==> src/rtl/rv32_pkg.sv <==
// Shared definitions for the RV32I front-end: widths, vectors, PC FSM states
// and small address helpers.
package rv32_pkg;

  localparam int          RV_XLEN         = 32;
  localparam logic [31:0] RV_RESET_VECTOR = 32'h0000_0000;
  localparam logic [31:0] RV_TRAP_VECTOR  = 32'h0000_0100;

  // Program-counter unit control states.
  typedef enum logic [1:0] {
    ST_BOOT = 2'd0,
    ST_RUN  = 2'd1,
    ST_HALT = 2'd2
  } pc_state_e;

  // An RV32I instruction address must be word aligned (no compressed ISA).
  function automatic logic is_misaligned(input logic [1:0] low_bits);
    return (low_bits != 2'b00);
  endfunction

endpackage

==> src/rtl/pc_boot_counter.sv <==
// Boot delay timer: counts down from BOOT_CYCLES-1 while enabled and raises
// done once zero is reached. BOOT_CYCLES of 0 or 1 yields done straight out of
// reset, so the owner leaves BOOT on the first clock edge.
module pc_boot_counter
  import rv32_pkg::*;
#(
  parameter int BOOT_CYCLES = 4
) (
  input  logic clk,
  input  logic reset_n,
  input  logic enable,
  output logic done
);

  localparam int            CW   = (BOOT_CYCLES > 1) ? $clog2(BOOT_CYCLES) : 1;
  localparam logic [CW-1:0] LOAD = (BOOT_CYCLES > 1) ? CW'(BOOT_CYCLES - 1) : {CW{1'b0}};

  logic [CW-1:0] remain_r;
  logic          zero_s;

  assign zero_s = (remain_r == {CW{1'b0}});

  // Remaining boot cycles; reloaded by reset so BOOT replays after every reset.
  always_ff @(posedge clk or negedge reset_n) begin
    if (!reset_n) begin
      remain_r <= LOAD;
    end else if (enable && !zero_s) begin
      remain_r <= remain_r - CW'(1'b1);
    end else begin
      remain_r <= remain_r;
    end
  end

  assign done = zero_s;

endmodule

==> src/rtl/pc_unit.sv <==
// Program-counter unit: boot delay, valid/ready fetch handshake,
// redirect / trap / halt control and misaligned-target trapping.
module pc_unit
  import rv32_pkg::*;
#(
  parameter int              XLEN         = RV_XLEN,
  parameter logic [XLEN-1:0] RESET_VECTOR = XLEN'(RV_RESET_VECTOR),
  parameter logic [XLEN-1:0] TRAP_VECTOR  = XLEN'(RV_TRAP_VECTOR),
  parameter int              BOOT_CYCLES  = 4,
  parameter int              CNT_W        = 32
) (
  input  logic             clk,
  input  logic             reset_n,
  output logic             fetch_valid,
  input  logic             fetch_ready,
  output logic [XLEN-1:0]  pc,
  output logic [XLEN-1:0]  pc_plus4,
  input  logic             redirect_valid,
  input  logic [XLEN-1:0]  redirect_target,
  input  logic             trap_req,
  input  logic             halt_req,
  input  logic             resume,
  output logic             trap_taken,
  output logic [XLEN-1:0]  bad_addr,
  output logic             halted,
  output logic [CNT_W-1:0] fetch_count
);

  localparam logic [XLEN-1:0]  PC_STEP  = XLEN'(3'd4);
  localparam logic [CNT_W-1:0] CNT_STEP = CNT_W'(1'b1);

  pc_state_e        state_r,       state_nxt_s;
  logic [XLEN-1:0]  pc_r,          pc_nxt_s;
  logic [XLEN-1:0]  bad_addr_r,    bad_addr_nxt_s;
  logic [CNT_W-1:0] fetch_count_r, fetch_count_nxt_s;
  logic             trap_taken_r,  trap_taken_nxt_s;
  logic             fetch_valid_r, halted_r;
  logic             boot_done_s;
  logic             fire_s;

  pc_boot_counter #(
    .BOOT_CYCLES (BOOT_CYCLES)
  ) u_boot (
    .clk     (clk),
    .reset_n (reset_n),
    .enable  (state_r == ST_BOOT),
    .done    (boot_done_s)
  );

  // A fetch is accepted only while requesting (RUN) and imem is ready.
  assign fire_s = fetch_valid_r && fetch_ready;

  // Next-state, next-pc and side-effect decode; trap beats redirect beats step.
  always_comb begin
    state_nxt_s       = state_r;
    pc_nxt_s          = pc_r;
    bad_addr_nxt_s    = bad_addr_r;
    trap_taken_nxt_s  = 1'b0;
    fetch_count_nxt_s = fetch_count_r;

    if (fire_s) begin
      fetch_count_nxt_s = fetch_count_r + CNT_STEP;
    end else begin
      fetch_count_nxt_s = fetch_count_r;
    end

    case (state_r)
      ST_BOOT: begin
        if (boot_done_s) begin
          state_nxt_s = ST_RUN;
        end else begin
          state_nxt_s = ST_BOOT;
        end
      end

      ST_RUN: begin
        if (trap_req) begin
          pc_nxt_s         = TRAP_VECTOR;
          trap_taken_nxt_s = 1'b1;
        end else if (redirect_valid) begin
          if (is_misaligned(redirect_target[1:0])) begin
            pc_nxt_s         = TRAP_VECTOR;
            trap_taken_nxt_s = 1'b1;
            bad_addr_nxt_s   = redirect_target;
          end else begin
            pc_nxt_s = redirect_target;
          end
        end else if (fire_s) begin
          pc_nxt_s = pc_r + PC_STEP;
        end else begin
          pc_nxt_s = pc_r;
        end

        if (halt_req) begin
          state_nxt_s = ST_HALT;
        end else begin
          state_nxt_s = ST_RUN;
        end
      end

      ST_HALT: begin
        if (trap_req) begin
          pc_nxt_s         = TRAP_VECTOR;
          trap_taken_nxt_s = 1'b1;
          state_nxt_s      = ST_RUN;
        end else if (resume) begin
          state_nxt_s = ST_RUN;
        end else begin
          state_nxt_s = ST_HALT;
        end
      end

      default: begin
        state_nxt_s = ST_BOOT;
        pc_nxt_s    = RESET_VECTOR;
      end
    endcase
  end

  // State, pc and status registers; outputs flop alongside the state they reflect.
  always_ff @(posedge clk or negedge reset_n) begin
    if (!reset_n) begin
      state_r       <= ST_BOOT;
      pc_r          <= RESET_VECTOR;
      bad_addr_r    <= {XLEN{1'b0}};
      trap_taken_r  <= 1'b0;
      fetch_count_r <= {CNT_W{1'b0}};
      fetch_valid_r <= 1'b0;
      halted_r      <= 1'b0;
    end else begin
      state_r       <= state_nxt_s;
      pc_r          <= pc_nxt_s;
      bad_addr_r    <= bad_addr_nxt_s;
      trap_taken_r  <= trap_taken_nxt_s;
      fetch_count_r <= fetch_count_nxt_s;
      fetch_valid_r <= (state_nxt_s == ST_RUN);
      halted_r      <= (state_nxt_s == ST_HALT);
    end
  end

  assign pc          = pc_r;
  assign pc_plus4    = pc_r + PC_STEP;
  assign fetch_valid = fetch_valid_r;
  assign halted      = halted_r;
  assign trap_taken  = trap_taken_r;
  assign bad_addr    = bad_addr_r;
  assign fetch_count = fetch_count_r;

endmodule

==> config.mk <==
export PLATFORM = sky130hd
export DESIGN_NAME = pc_unit
export DESIGN_NICKNAME = d
export VERILOG_FILES = /design/src/rtl/rv32_pkg.sv /design/src/rtl/pc_boot_counter.sv /design/src/rtl/pc_unit.sv
export SDC_FILE = /design/constraint.sdc
export NUM_CORES = 1
export LEC_CHECK = 0
export ABC_AREA = 1
export CAP_MARGIN = 5
export CORE_MARGIN = 2
export CORE_UTILIZATION = 40
export CTS_CLUSTER_SIZE = 24
export DETAILED_ROUTE_END_ITERATION = 8
export PLACE_DENSITY = 0.77
export REMOVE_ABC_BUFFERS = 1
export SLEW_MARGIN = 30
export SYNTH_ARGS = -nofsm -noshare
export SYNTH_HDL_FRONTEND = slang
export SYNTH_SLANG_ARGS = --single-unit
==> constraint.sdc <==
create_clock -name clk -period 2.7 [get_ports clk]
set_input_delay 0.675 -clock clk [delete_from_list [all_inputs] [get_ports clk]]
set_output_delay 0.675 -clock clk [all_outputs]
set_load 0.1 [all_outputs]
==> results_dict.tcl <==
set metrics [dict create \
    finalSetupViolCount 0 \
    area_growth_pct 39.6 \
    drive_above_1_share_pct 25.6 \
    slew_headroom_pct 63.9 \
    grt_overflow 0 \
    finalNonFillerCells 1167 \
    synthCells 801 \
    cts_tree "built" \
    fin_area_sq_um 8300 \
    hold_viol 0 \
    place_congestion 0.921 \
    grtUsageTotal_pct 22.5 \
    fp-row-count 44 \
    crit_chain "ha_2 -> nand2_2 -> nor2_4 -> nand2_2 -> nor2_4 -> nand2_1 -> nand2_1 -> buf_12" \
    diodes 0 \
    vdd_ir_drop_max_mv 0.940 \
    period_needed_ns 2.65 \
    io_buffer_count 169 \
    core_sq_um 14500 \
    numClockSinks 103 \
    synth_area_sq_um 5950 \
    cp-end-kind "primary output" \
    finClkSkew_ns 0.00934 \
    first_global_vias 5700 \
    drc 0 \
    synth-main-ff-cell "dfrtp_1" \
    cp-start-kind "flip-flop" \
    leakagePower_nw 4.03 \
    hold_slack_ns 0.219 \
    final_common_cell "nand2_1" \
    p_per_area_nw_per_um2 1110 \
    cp_slowest_stage_delay_ns 0.40 \
    h-tree-depth 3 \
    num_vias 5841 \
    min_path_type "primary input to async pin" \
    wl_per_cell_um 15.2 \
    worst_pin_slew_ns 0.540 \
    num-fill-cells 1398 \
    ys_seq_area_share_pct 43.4 \
    startpoint "pc[3]$_DFFE_PN0P_" \
    ys_ff_latch 103 \
    yosysUniqueCellTypes 38 \
    async_flop_share_pct 100 \
    synth_edf_count 0 \
    cts-root-buf "clkbuf_16" \
    fin_setup_tns_ns 0 \
    drv_cap 0 \
    dieArea_sq_um 15900 \
    drt_wl_total_um 17700 \
    die_w_um 126 \
    dp_hpwl_um 13600 \
    fmax_mhz 378 \
    min_period_over_period_pct 98.1 \
    required_ns 2.03 \
    cp.arrival_ns 1.97 \
    cts_buffer_depth 2 \
    antenna_left 0 \
    dr.pass1.iters 5 \
    r2r_start "state_r[1]$_DFF_PN0_" \
    crit_slowest_cell "dfrtp_1" \
    mostFrequentLayoutCells "nand2_1 (260), buf_4 (119), inv_1 (95)" \
    dp.cells 1146 \
    drtIter0Drc 336 \
    fin_total_pwr_w 0.00924 \
    yosysTopAreaCell "dfrtp_1" \
    place_area_sq_um 7880 \
    die_h_um 126 \
    path_buf_inv 1 \
    syn_avg_cell_area_sq_um 7.42 \
    rsz0062_at_grt "yes" \
    worstSetupPathType "flip-flop to primary output" \
    yosys_warnings 0 \
    clk-insertion-delay-late_ns 0.36 \
    cp_top_family "simple AND/OR/NAND/NOR gates" \
    numCtsBuffers 9 \
    outcome "finished, final reports clean" \
    grt_max_degree 55 \
    final-max-slew-violation-count 0 \
    via_per_inst 5.01 \
    start_util_pct 40.9 \
    ys_top_cells_by_area "dfrtp_1 (43%), nand2_1 (17%), inv_1 (6.0%), nor2_1 (5.1%), xor2_1 (3.4%)" \
    antenna_found_initial 0 \
    ios 170 \
    yosys.area.top_type_share_pct 42.5 \
    grt_pass1_wl_um 28500 \
    critPathMaxFanout 5 \
    nets 1024 \
    worst_setup_hold_path_clk_slew_ns 0.07 \
]
routing by layer:
metal  global-route usage [%]  routed length (um)  vias to the layer above
met1                     28.3                7480                     2748
li1                         -                   -                     2861
met3                     4.93                1070                       32
met4                     9.57                 613                        0
met5                        0                   0                        -
met2                     37.6                8570                      200
Yosys cell counts, types with 10 or more instances:
| cell | n |
|---|---|
| buf_2 | 10 |
| mux2_2 | 17 |
| xor2_1 | 23 |
| dfrtp_1 | 101 |
| nand2_1 | 265 |
| inv_1 | 95 |
| nor2_4 | 10 |
| nor2_1 | 80 |
| o22ai_1 | 12 |
| o21ai_0 | 17 |
| o21ai_1 | 32 |
| nand3_1 | 39 |
| nor3_1 | 17 |
final timing paths:
path	endpoint	slack, ns	cells after the start
max	pc_plus4[16]	0.05	8
min	bad_addr[29]$_DFFE_PN0P_	0.22	1
max reg2reg	pc[27]$_DFFE_PN0P_	0.71	10
min reg2reg	bad_addr[18]$_DFFE_PN0P_	0.50	2
max in group asynchronous	u_boot.remain_r[1]$_DFFE_PN1P_	1.75	2
min in group clk	bad_addr[18]$_DFFE_PN0P_	0.50	2
sequential cells by signal (all words and copies together) (netlist names):
| signal | cells |
|---|---|
| u_boot.remain_r | 2 |
| trap_taken | 1 |
| fetch_valid | 1 |
| state_r | 2 |
| bad_addr | 32 |
| fetch_count | 32 |
| pc | 32 |
| halted | 1 |
timing repair:
action | in CTS | in global routing
setup endpoints to repair | 5 | 17
hold buffers | 0 | 0
buffers inserted | 1 | 4
gates resized for setup | 5 | 27
pin swaps | 0 | 1
final cells by class:
cell class / count / area [sq um] / share of cell area (%)
clock buffers: 13 / 250 / 3.01
clock inverters: 3 / 42.5 / 0.513
inverters: 104 / 390 / 4.70
multi-input cells: 575 / 2950 / 35.5
flip-flops and latches: 103 / 2590 / 31.2
well taps: 184 / 230 / 2.77
repair buffers: 185 / 1840 / 22.2
logic make-up (layout without fill, tap and decap cells):
group	after synthesis	after routing	share of synthesized area [%]
AND/OR/NAND/NOR	450	450	32.9
buffers and inverters	123	305	8.31
flip-flops	103	103	43.4
AO/OA/AOI/OAI	72	72	6.44
XOR/XNOR	29	29	4.27
multiplexers	17	17	3.22
adder cells (fa/ha/maj)	7	7	1.47
report_power, final:
group          switching (W)  internal [W]  leakage, nW
Clock               0.000580      0.000744        0.140
Sequential          0.000335       0.00195         1.29
Combinational        0.00440       0.00123         2.60
per-stage QoR:
stage	utilization (%)	worst slack (ns)
after global routing	57.1	-0.0382
after floorplan	-	-1.57
after global placement	54.2	0.203
final	57.1	0.0512
after detailed placement	54.2	0.0933
after CTS	56.4	0.0116
No activity file was read; power rests on OpenSTA's default activity.
